$ cat src/rtl/ioctl_mem_packer.sv
// Generic synchronous FIFO with async reset; head is presented directly (show-ahead).
// Latency: a write at edge N is visible at the head after edge N when the FIFO was empty.
// Backpressure: in_vld while full is refused unless the head pops in the same cycle; refusal raises drop.
module ioctl_mem_packer_fifo #(
    parameter int W  = 42,
    parameter int AW = 3
) (
    input  logic         clk_sys,
    input  logic         reset_n,
    input  logic         in_vld,
    input  logic [W-1:0] in_dat,
    output logic         drop,
    output logic         out_vld,
    output logic [W-1:0] out_dat,
    input  logic         out_rdy
);
    localparam int DEPTH = 1 << AW;

    logic [W-1:0]  mem [DEPTH];
    logic [AW-1:0] wr_ptr;
    logic [AW-1:0] rd_ptr;
    logic [AW:0]   count;
    logic          full;
    logic          push;
    logic          pop;

    // count never exceeds DEPTH, so its top bit alone flags full
    assign full    = count[AW];
    assign out_vld = (count != '0);
    assign pop     = out_vld & out_rdy;
    assign push    = in_vld & (~full | pop);
    assign drop    = in_vld & ~push;
    assign out_dat = mem[rd_ptr];

    always_ff @(posedge clk_sys) begin
        if (push) begin
            mem[wr_ptr] <= in_dat;
        end
    end

    always_ff @(posedge clk_sys or negedge reset_n) begin
        if (!reset_n) begin
            wr_ptr <= '0;
            rd_ptr <= '0;
            count  <= '0;
        end else begin
            if (push) begin
                wr_ptr <= wr_ptr + AW'(1);
            end
            if (pop) begin
                rd_ptr <= rd_ptr + AW'(1);
            end
            case ({push, pop})
                2'b10:   count <= count + (AW+1)'(1);
                2'b01:   count <= count - (AW+1)'(1);
                default: count <= count;
            endcase
        end
    end
endmodule

// Packs the ioctl download byte stream into 16-bit LE words with byte enables for a memory port.
// Latency: a byte strobe in cycle N reaches the FIFO head at edge N+1 once its word is complete or displaced.
// Backpressure: mem_req/mem_ack; a word arriving at a full FIFO is dropped and sets sticky overflow.
module ioctl_mem_packer #(
    parameter int          FIFO_AW     = 3,
    parameter logic [24:0] BASE_ADDR   = 25'd0,
    parameter logic [7:0]  MATCH_INDEX = 8'h00,
    parameter logic [7:0]  INDEX_MASK  = 8'h00
) (
    input  logic        clk_sys,
    input  logic        reset_n,
    input  logic        ioctl_download,
    input  logic [7:0]  ioctl_index,
    input  logic        ioctl_wr,
    input  logic [24:0] ioctl_addr,
    input  logic [7:0]  ioctl_dout,
    output logic        mem_req,
    output logic [23:0] mem_addr,
    output logic [15:0] mem_din,
    output logic [1:0]  mem_be,
    input  logic        mem_ack,
    output logic        busy,
    output logic        done,
    output logic        overflow
);
    typedef struct packed {
        logic [23:0] addr;
        logic [15:0] dat;
        logic [1:0]  be;
    } word_t;

    word_t       pend_q;
    logic        pend_vld;
    logic        download_d;
    logic        acc;
    logic [24:0] baddr;
    logic [23:0] waddr;
    logic        lane;
    logic [1:0]  lane_be;
    logic [15:0] lane_dat;
    logic        merge;
    logic        flush;
    logic        push_vld;
    word_t       push_dat;
    word_t       head_dat;
    logic        head_vld;
    logic        drop;
    logic        busy_nxt;

    assign acc      = ioctl_wr & ioctl_download &
                      (((ioctl_index ^ MATCH_INDEX) & INDEX_MASK) == 8'h00);
    assign baddr    = ioctl_addr + BASE_ADDR;
    assign waddr    = baddr[24:1];
    assign lane     = baddr[0];
    assign lane_be  = lane ? 2'b10 : 2'b01;
    assign lane_dat = lane ? {ioctl_dout, 8'h00} : {8'h00, ioctl_dout};

    // a second byte into the empty lane of the same word always completes it
    assign merge    = acc & pend_vld & (pend_q.addr == waddr) & ((pend_q.be & lane_be) == 2'b00);
    assign flush    = download_d & ~ioctl_download & pend_vld;

    always_comb begin
        push_vld = 1'b0;
        push_dat = pend_q;
        if (merge) begin
            push_vld     = 1'b1;
            push_dat.dat = pend_q.dat | lane_dat;
            push_dat.be  = pend_q.be | lane_be;
        end else if (acc || flush) begin
            push_vld = pend_vld;
        end
    end

    ioctl_mem_packer_fifo #(
        .W  ($bits(word_t)),
        .AW (FIFO_AW)
    ) u_fifo (
        .clk_sys (clk_sys),
        .reset_n (reset_n),
        .in_vld  (push_vld),
        .in_dat  (push_dat),
        .drop    (drop),
        .out_vld (head_vld),
        .out_dat (head_dat),
        .out_rdy (mem_ack)
    );

    // head fields are gated so every output reads 0 while the FIFO is empty or in reset
    assign mem_req  = head_vld;
    assign mem_addr = head_vld ? head_dat.addr : 24'd0;
    assign mem_din  = head_vld ? head_dat.dat  : 16'd0;
    assign mem_be   = head_vld ? head_dat.be   : 2'b00;

    assign busy_nxt = ioctl_download | pend_vld | head_vld;

    always_ff @(posedge clk_sys or negedge reset_n) begin
        if (!reset_n) begin
            pend_q     <= '0;
            pend_vld   <= 1'b0;
            download_d <= 1'b0;
            overflow   <= 1'b0;
            busy       <= 1'b0;
            done       <= 1'b0;
        end else begin
            download_d <= ioctl_download;
            if (merge || flush) begin
                pend_vld <= 1'b0;
            end else if (acc) begin
                pend_vld <= 1'b1;
                pend_q   <= {waddr, lane_dat, lane_be};
            end
            if (~download_d & ioctl_download) begin
                overflow <= 1'b0;
            end
            if (drop) begin
                overflow <= 1'b1;
            end
            busy <= busy_nxt;
            done <= busy & ~busy_nxt;
        end
    end
endmodule

$ cat config.mk
export PLATFORM = sky130hd
export DESIGN_NAME = ioctl_mem_packer
export DESIGN_NICKNAME = d
export VERILOG_FILES = /design/src/rtl/ioctl_mem_packer.sv
export SDC_FILE = /design/constraint.sdc
export NUM_CORES = 1
export LEC_CHECK = 0
export ABC_CLOCK_PERIOD_IN_PS = 5450
export BUFFER_PORTS_ARGS = -buffer_cell sky130_fd_sc_hd__buf_2
export CAP_MARGIN = 30
export CORE_MARGIN = 5
export CORE_UTILIZATION = 35
export CTS_BUF_LIST = sky130_fd_sc_hd__clkbuf_4 sky130_fd_sc_hd__clkbuf_8
export DETAILED_ROUTE_END_ITERATION = 16
export SLEW_MARGIN = 5
export SYNTH_ARGS = -nofsm -noshare
export SYNTH_HDL_FRONTEND = slang
export SYNTH_SLANG_ARGS = --single-unit
export TNS_END_PERCENT = 30
$ cat constraint.sdc
create_clock -name clk_sys -period 5.45 [get_ports clk_sys]
set_clock_uncertainty 0.15 [all_clocks]
set_input_delay 0.545 -clock clk_sys [delete_from_list [all_inputs] [get_ports clk_sys]]
set_output_delay 0.545 -clock clk_sys [all_outputs]
set_load 0.005 [all_outputs]
Yosys cells after proc, flatten, opt, wreduce, memory -nomap -nowiden
Memories as Yosys holds them, arrays and structs flattened.
Index checks and enable logic that the tools add are counted.

storage, ports and cells
  bits of input ports = 46
  output and inout port bits = 46
  word-level logic and storage cells = 65
  RAM bits = 336
  memories kept = 1
  register bits after elaboration = 57

operators by class
  add/sub/neg operators = 4
  equal/unequal tests = 3
  reduce and logical (&&, ||, !) cells = 8
  mux-type cells = 15
  bitwise logic cells = 23

memory list
  name        depth  width  read ports  clocked after Yosys merged registers in  wr ports  line  text
  u_fifo.mem  8      42     1           0                                        1         19    logic [W-1:0] mem [DEPTH];

operator list
  operator             count
  $mux 16              2
  $eq 24x24->1         1
  $mux 24              1
  $mux 18              1
  $or 16x16->16        1
  $and 1x1->1          11
  $mux 1               8
  $pmux 4 s2           1
  $add 3x1->3 const B  2
  $not 1->1            6
  $reduce_bool 2->1    3
  $add 4x1->4 const B  1
  $mux 2               2
  $reduce_bool 4->1    1
  $sub 4x1->4 const B  1
  $or 1x1->1           3
  $and 2x2->2          1
  $eq 2x1->1 const B   1
  $eq 2x2->1 const B   1
  $logic_not 2->1      1
  $logic_or 1x1->1     2
  $or 2x2->2           1
  $reduce_and 2->1     1

Longest topological paths before layout
  word-level depth = 10
  mapped depth = 11
  depth with buffers taken out = 11

Hierarchy
Synthesis repeated with hierarchy kept, for this count alone.

unflattened totals
  cell total of the unflattened synthesis = 787
  area, all modules = 15,954.1 µm²

modules (own cells, without submodules)
  module                 area each (µm²)  cells an instance  seq. area each (µm²)  times used
  ioctl_mem_packer_fifo  13,302.8         551                10,339.9              1
  ioctl_mem_packer       2,651.3          236                1,176.1               1

Least setup slack after synthesis
Ideal clock, no wire load.

  kind = input -> register
  start = input ioctl_download
  end = memory u_fifo.mem[0][0], enable pin
  stages = 5
  required time = 4.807 ns
  arrival time = 4.163 ns
  path slack = 0.644 ns
  path buffers = 0
  cell sequence = and2_1 o21ai_0 nor2b_1 nand2b_1 nor3_1

on the way
  cells in the longest elaborated chain, start to end = 9

ends and longest elaborated chain
  item                            line  text
  start: declaration              73    input logic ioctl_download,
  $not 1->1                       121   assign flush = download_d & ~ioctl_download & pend_vld;
  $and 1x1->1 (2 in series)       121
  $logic_or 1x1->1                130   end else if (acc || flush) begin
  $mux 1                          130
  $mux 1 *                        126   if (merge) begin
  $and 1x1->1 *                   31    assign push = in_vld & (~full | pop);
  $mux 1 *                        36    if (push) begin
  $mux 1 (implied by the code) *  37    mem[wr_ptr] <= in_dat;
  end: declaration                19

Every way passes the cells marked *; elsewhere a longest branch is shown, timed or not.

Worst setup path after layout
  start = register u_fifo.rd_ptr[0]
  end = output mem_be[0]

on the way
  cells in the longest elaborated chain, start to end = 2

ends and longest elaborated chain
  item                      line  text
  start: declaration        21    logic [AW-1:0] rd_ptr;
  start signal: assignment  51    rd_ptr <= rd_ptr + AW'(1);
  $mem_v2 8x42              --
  $mux 2                    153   assign mem_be = head_vld ? head_dat.be : 2'b00;
  end: declaration          81    output logic [1:0] mem_be,

Every way passes these cells.

==> impl_metrics.env <==
export IMPL_critPathArrivalTime_ps=3100
export IMPL_storage_element_area_um2=11500
export IMPL_drt_first_iter_violations=430
export IMPL_cts_num_sinks=393
export IMPL_postCtsSetupRepairBufs=0
export IMPL_wl_mm=33.9
export IMPL_fraction_of_synthesized_cell_area_taken_by_the_top_area_cell_type_pct=63.9
export IMPL_cts_hold_buf=3
export IMPL_port_buffers=83
export IMPL_dr_pass1_iters=4
export IMPL_setup_total_neg_slack_ps=0
export IMPL_total_power_mw=8.82
export IMPL_achievable_frequency_mhz=264
export IMPL_design_core_area_um2=44400
export IMPL_share_of_layout_cells_above_drive_strength_1_pct=37.0
export IMPL_cts_root_buffer_cell="clkbuf_8"
export IMPL_yosys_warnings=0
export IMPL_critical_path_peak_fanout=31
export IMPL_wire_per_inst_um=21.7
export IMPL_postSynthCellCount=786
export IMPL_crit_type="reg2out"
export IMPL_grt_pass1_vias=8210
export IMPL_globalRoute_totalOverflow=0
export IMPL_async_flop_share_pct=14.5
export IMPL_globalRouteTotalUtil_pct=13.6
export IMPL_holdCritPathClass="in2reg"
export IMPL_design_area_um2=18500
export IMPL_synth_edff_count=336
export IMPL_detailedPlace_worstSlack_ps=1990
export IMPL_insertion_delay_ps=600
export IMPL_detailed_place_area_um2=17000
export IMPL_outcome="complete, no violations"
export IMPL_nFillCells=3917
export IMPL_effective_utilization_at_floorplan_pct=35.6
export IMPL_critPathMaxStageDelay_ps=840
export IMPL_place_congestion=0.705
export IMPL_power_leakage_nw=6.59
export IMPL_detailedPlacementHpwl_mm=19.8
export IMPL_die_x_um=222
export IMPL_first_pass_grt_wire_length_mm=51.8
export IMPL_nNetsFinal=972
export IMPL_crit_chain="buf_4, mux4_2, mux2i_1, nor2_1, buf_2"
export IMPL_max_clock_path_buffers=3
export IMPL_netlist_top_cell_by_area="edfxtp_1"
export IMPL_fin_crit_sh_pct=69.6
export IMPL_finalHoldViolations=0
export IMPL_worst_ep_required_time_ps=4760
export IMPL_route_detailed_drc=0
export IMPL_slew_headroom_pct=34.9
export IMPL_cts_max_level=2
export IMPL_grt_antenna_before_repair=2
export IMPL_detail_route_antenna_nets=0
export IMPL_ys_ff_latch=393
export IMPL_setup_violations=0
export IMPL_mappedNetlistNets=837
export IMPL_drt_vias_per_instance=4.90
export IMPL_final_max_slew_viol_count=0
export IMPL_core_rowCount=77
export IMPL_post_cts_resized_instances=0
export IMPL_tritoncts="built"
export IMPL_post_synth_main_area_contributors="edfxtp_1 64%, mux4_2 12%, dfrtp_1 9.0%, mux2_4 2.9%, mux2i_1 2.7%"
export IMPL_cellPowerDensity_nw_per_um2=478
export IMPL_synth_sequential_area_ratio_pct=72.9
export IMPL_critPathLaunchType="flop"
export IMPL_synthDistinctLibCells=42
export IMPL_ys_flop_type="edfxtp_1"
export IMPL_avg_cell_area_syn_um2=20.1
export IMPL_crit_path_top_delay_cell="dfrtp_4"
export IMPL_die_h_um=222
export IMPL_start_point_of_the_critical_path="u_fifo.rd_ptr[0]"
export IMPL_syn_area_um2=15800
export IMPL_rsz0062_at_grt="false"
export IMPL_i_o_pin_count=92
export IMPL_clock_transition_at_path_regs_ps=70
export IMPL_max_cap_violations=0
export IMPL_multi_input_comb_area_um2=4120
export IMPL_final_period_minus_worst_setup_slack_ps=3790
export IMPL_tightest_slew_ps=976
export IMPL_number_of_buffers_added_by_the_clock_tree_synthesis_step=60
export IMPL_die_area_um2=49500
export IMPL_worst_slack_ps=1660
export IMPL_num_vias=7670
export IMPL_hold_path_startpoint="ioctl_addr[18]"
export IMPL_rr_startpoint="pend_q[35]"
export IMPL_peakVddDrop_uv=188
export IMPL_area_delta_synth_final_pct=16.9
export IMPL_worstSetupEndpointType="output pin"
export IMPL_grt_start_max_net_pins=67
## worst paths after layout
check,to,slack (ps),depth (start not counted)
hold reg to reg,pend_q[17],340,1
setup / recovery,mem_be[0],1660,5
hold / removal,pend_q[35],50,2
min in group asynchronous,pend_q[31],510,3
setup reg to reg,pend_q[22],2380,6
max in group asynchronous,u_fifo.rd_ptr[1],3940,3
## area by class of cell
type,count,area share (%)
flip-flops and latches,393,62.4
multi-input cells,348,22.3
clock buffers,98,6.46
well taps,592,4.01
repair buffers,112,3.58
clock inverters,14,1.06
inverters,6,0.122
diodes,2,0.0271
## power by group
part | total (mW) | switching, mW | internal (mW)
Combinational | 2.25 | 1.11 | 1.14
Clock | 2.71 | 1.09 | 1.62
Sequential | 3.86 | 0.300 | 3.56
Total | 8.82 | 2.50 | 6.32
## worst max-delay path, delay by kind of cell, from the launching register on
kind,cells,cell delay [ps]
flip-flops,1,840
multiplexers,2,910
buffers and inverters,2,650
AND/OR/NAND/NOR,1,90
## cell usage in the layout, fill, tap and decap left out, types with 3 or more instances in the layout
master and n:
nand2b_1 4, ha_1 5, clkbuf_4 25, nor3_2 3
a31o_1 3, o2bb2ai_1 8, buf_2 83, mux4_2 84
clkbuf_8 73, nor4_1 5, buf_4 25, nor2b_1 13
mux2i_1 42, edfxtp_1 336, nor2_4 6, nand2_1 13
nor4_4 4, nand3_1 10, dfrtp_1 54, mux2_4 30
clkinv_2 6, xnor2_1 3, a31o_2 5, dlygate4sd3_1 3
a21o_1 8, bufinv_16 5, o21ai_0 5, inv_1 6
nor2_1 47, xor2_1 29
## synthesized netlist by cell type, types with 3 or more instances
cell / number
a21o_1: 8
a31o_1: 3
a31o_2: 5
buf_1: 7
buf_2: 6
buf_6: 6
clkbuf_1: 20
dfrtp_1: 57
edfxtp_1: 336
ha_1: 5
inv_1: 6
mux2_4: 30
mux2i_1: 42
mux4_2: 84
nand2_1: 13
nand2b_1: 4
nand3_1: 10
nor2_1: 53
nor2b_1: 13
nor3_1: 4
nor4_1: 5
nor4_4: 3
o21ai_0: 5
o2bb2ai_1: 8
xnor2_1: 3
xor2_1: 29
## metrics by stage
step | util, % | hold WS [ps] | cells
final | 41.6 | 51.7 | 1565
after global routing | 41.6 | 18.3 | 1564
after CTS | 41.5 | 0.881 | 1562
after detailed placement | 38.3 | 324 | 1447
after global placement | 38.3 | 321 | 1447
after floorplan | - | 99.4 | 786
## flip-flops by register name (all words and copies together) (netlist names), 3 cells and up
signal / cells
u_fifo.rd_ptr: 3
u_fifo.mem: 336
pend_q: 42
u_fifo.count: 4
u_fifo.wr_ptr: 3
## logic make-up after synthesis
| family | count (synthesis) | share of synthesized area, % |
|---|---|---|
| flip-flops | 393 | 72.9 |
| buffers and inverters | 45 | 1.40 |
| AO/OA/AOI/OAI | 38 | 1.93 |
| XOR/XNOR | 32 | 1.77 |
| multiplexers | 160 | 17.8 |
| adder cells (fa/ha/maj) | 5 | 0.396 |
| AND/OR/NAND/NOR | 113 | 3.78 |
## metal layers
layer	share of wire, %	GRT usage (%)
met1	45	19.0
met5	0	0
met3	3.9	2.42
met2	49	22.3
met4	2.0	3.50
(Power assumes the default switching activity.)
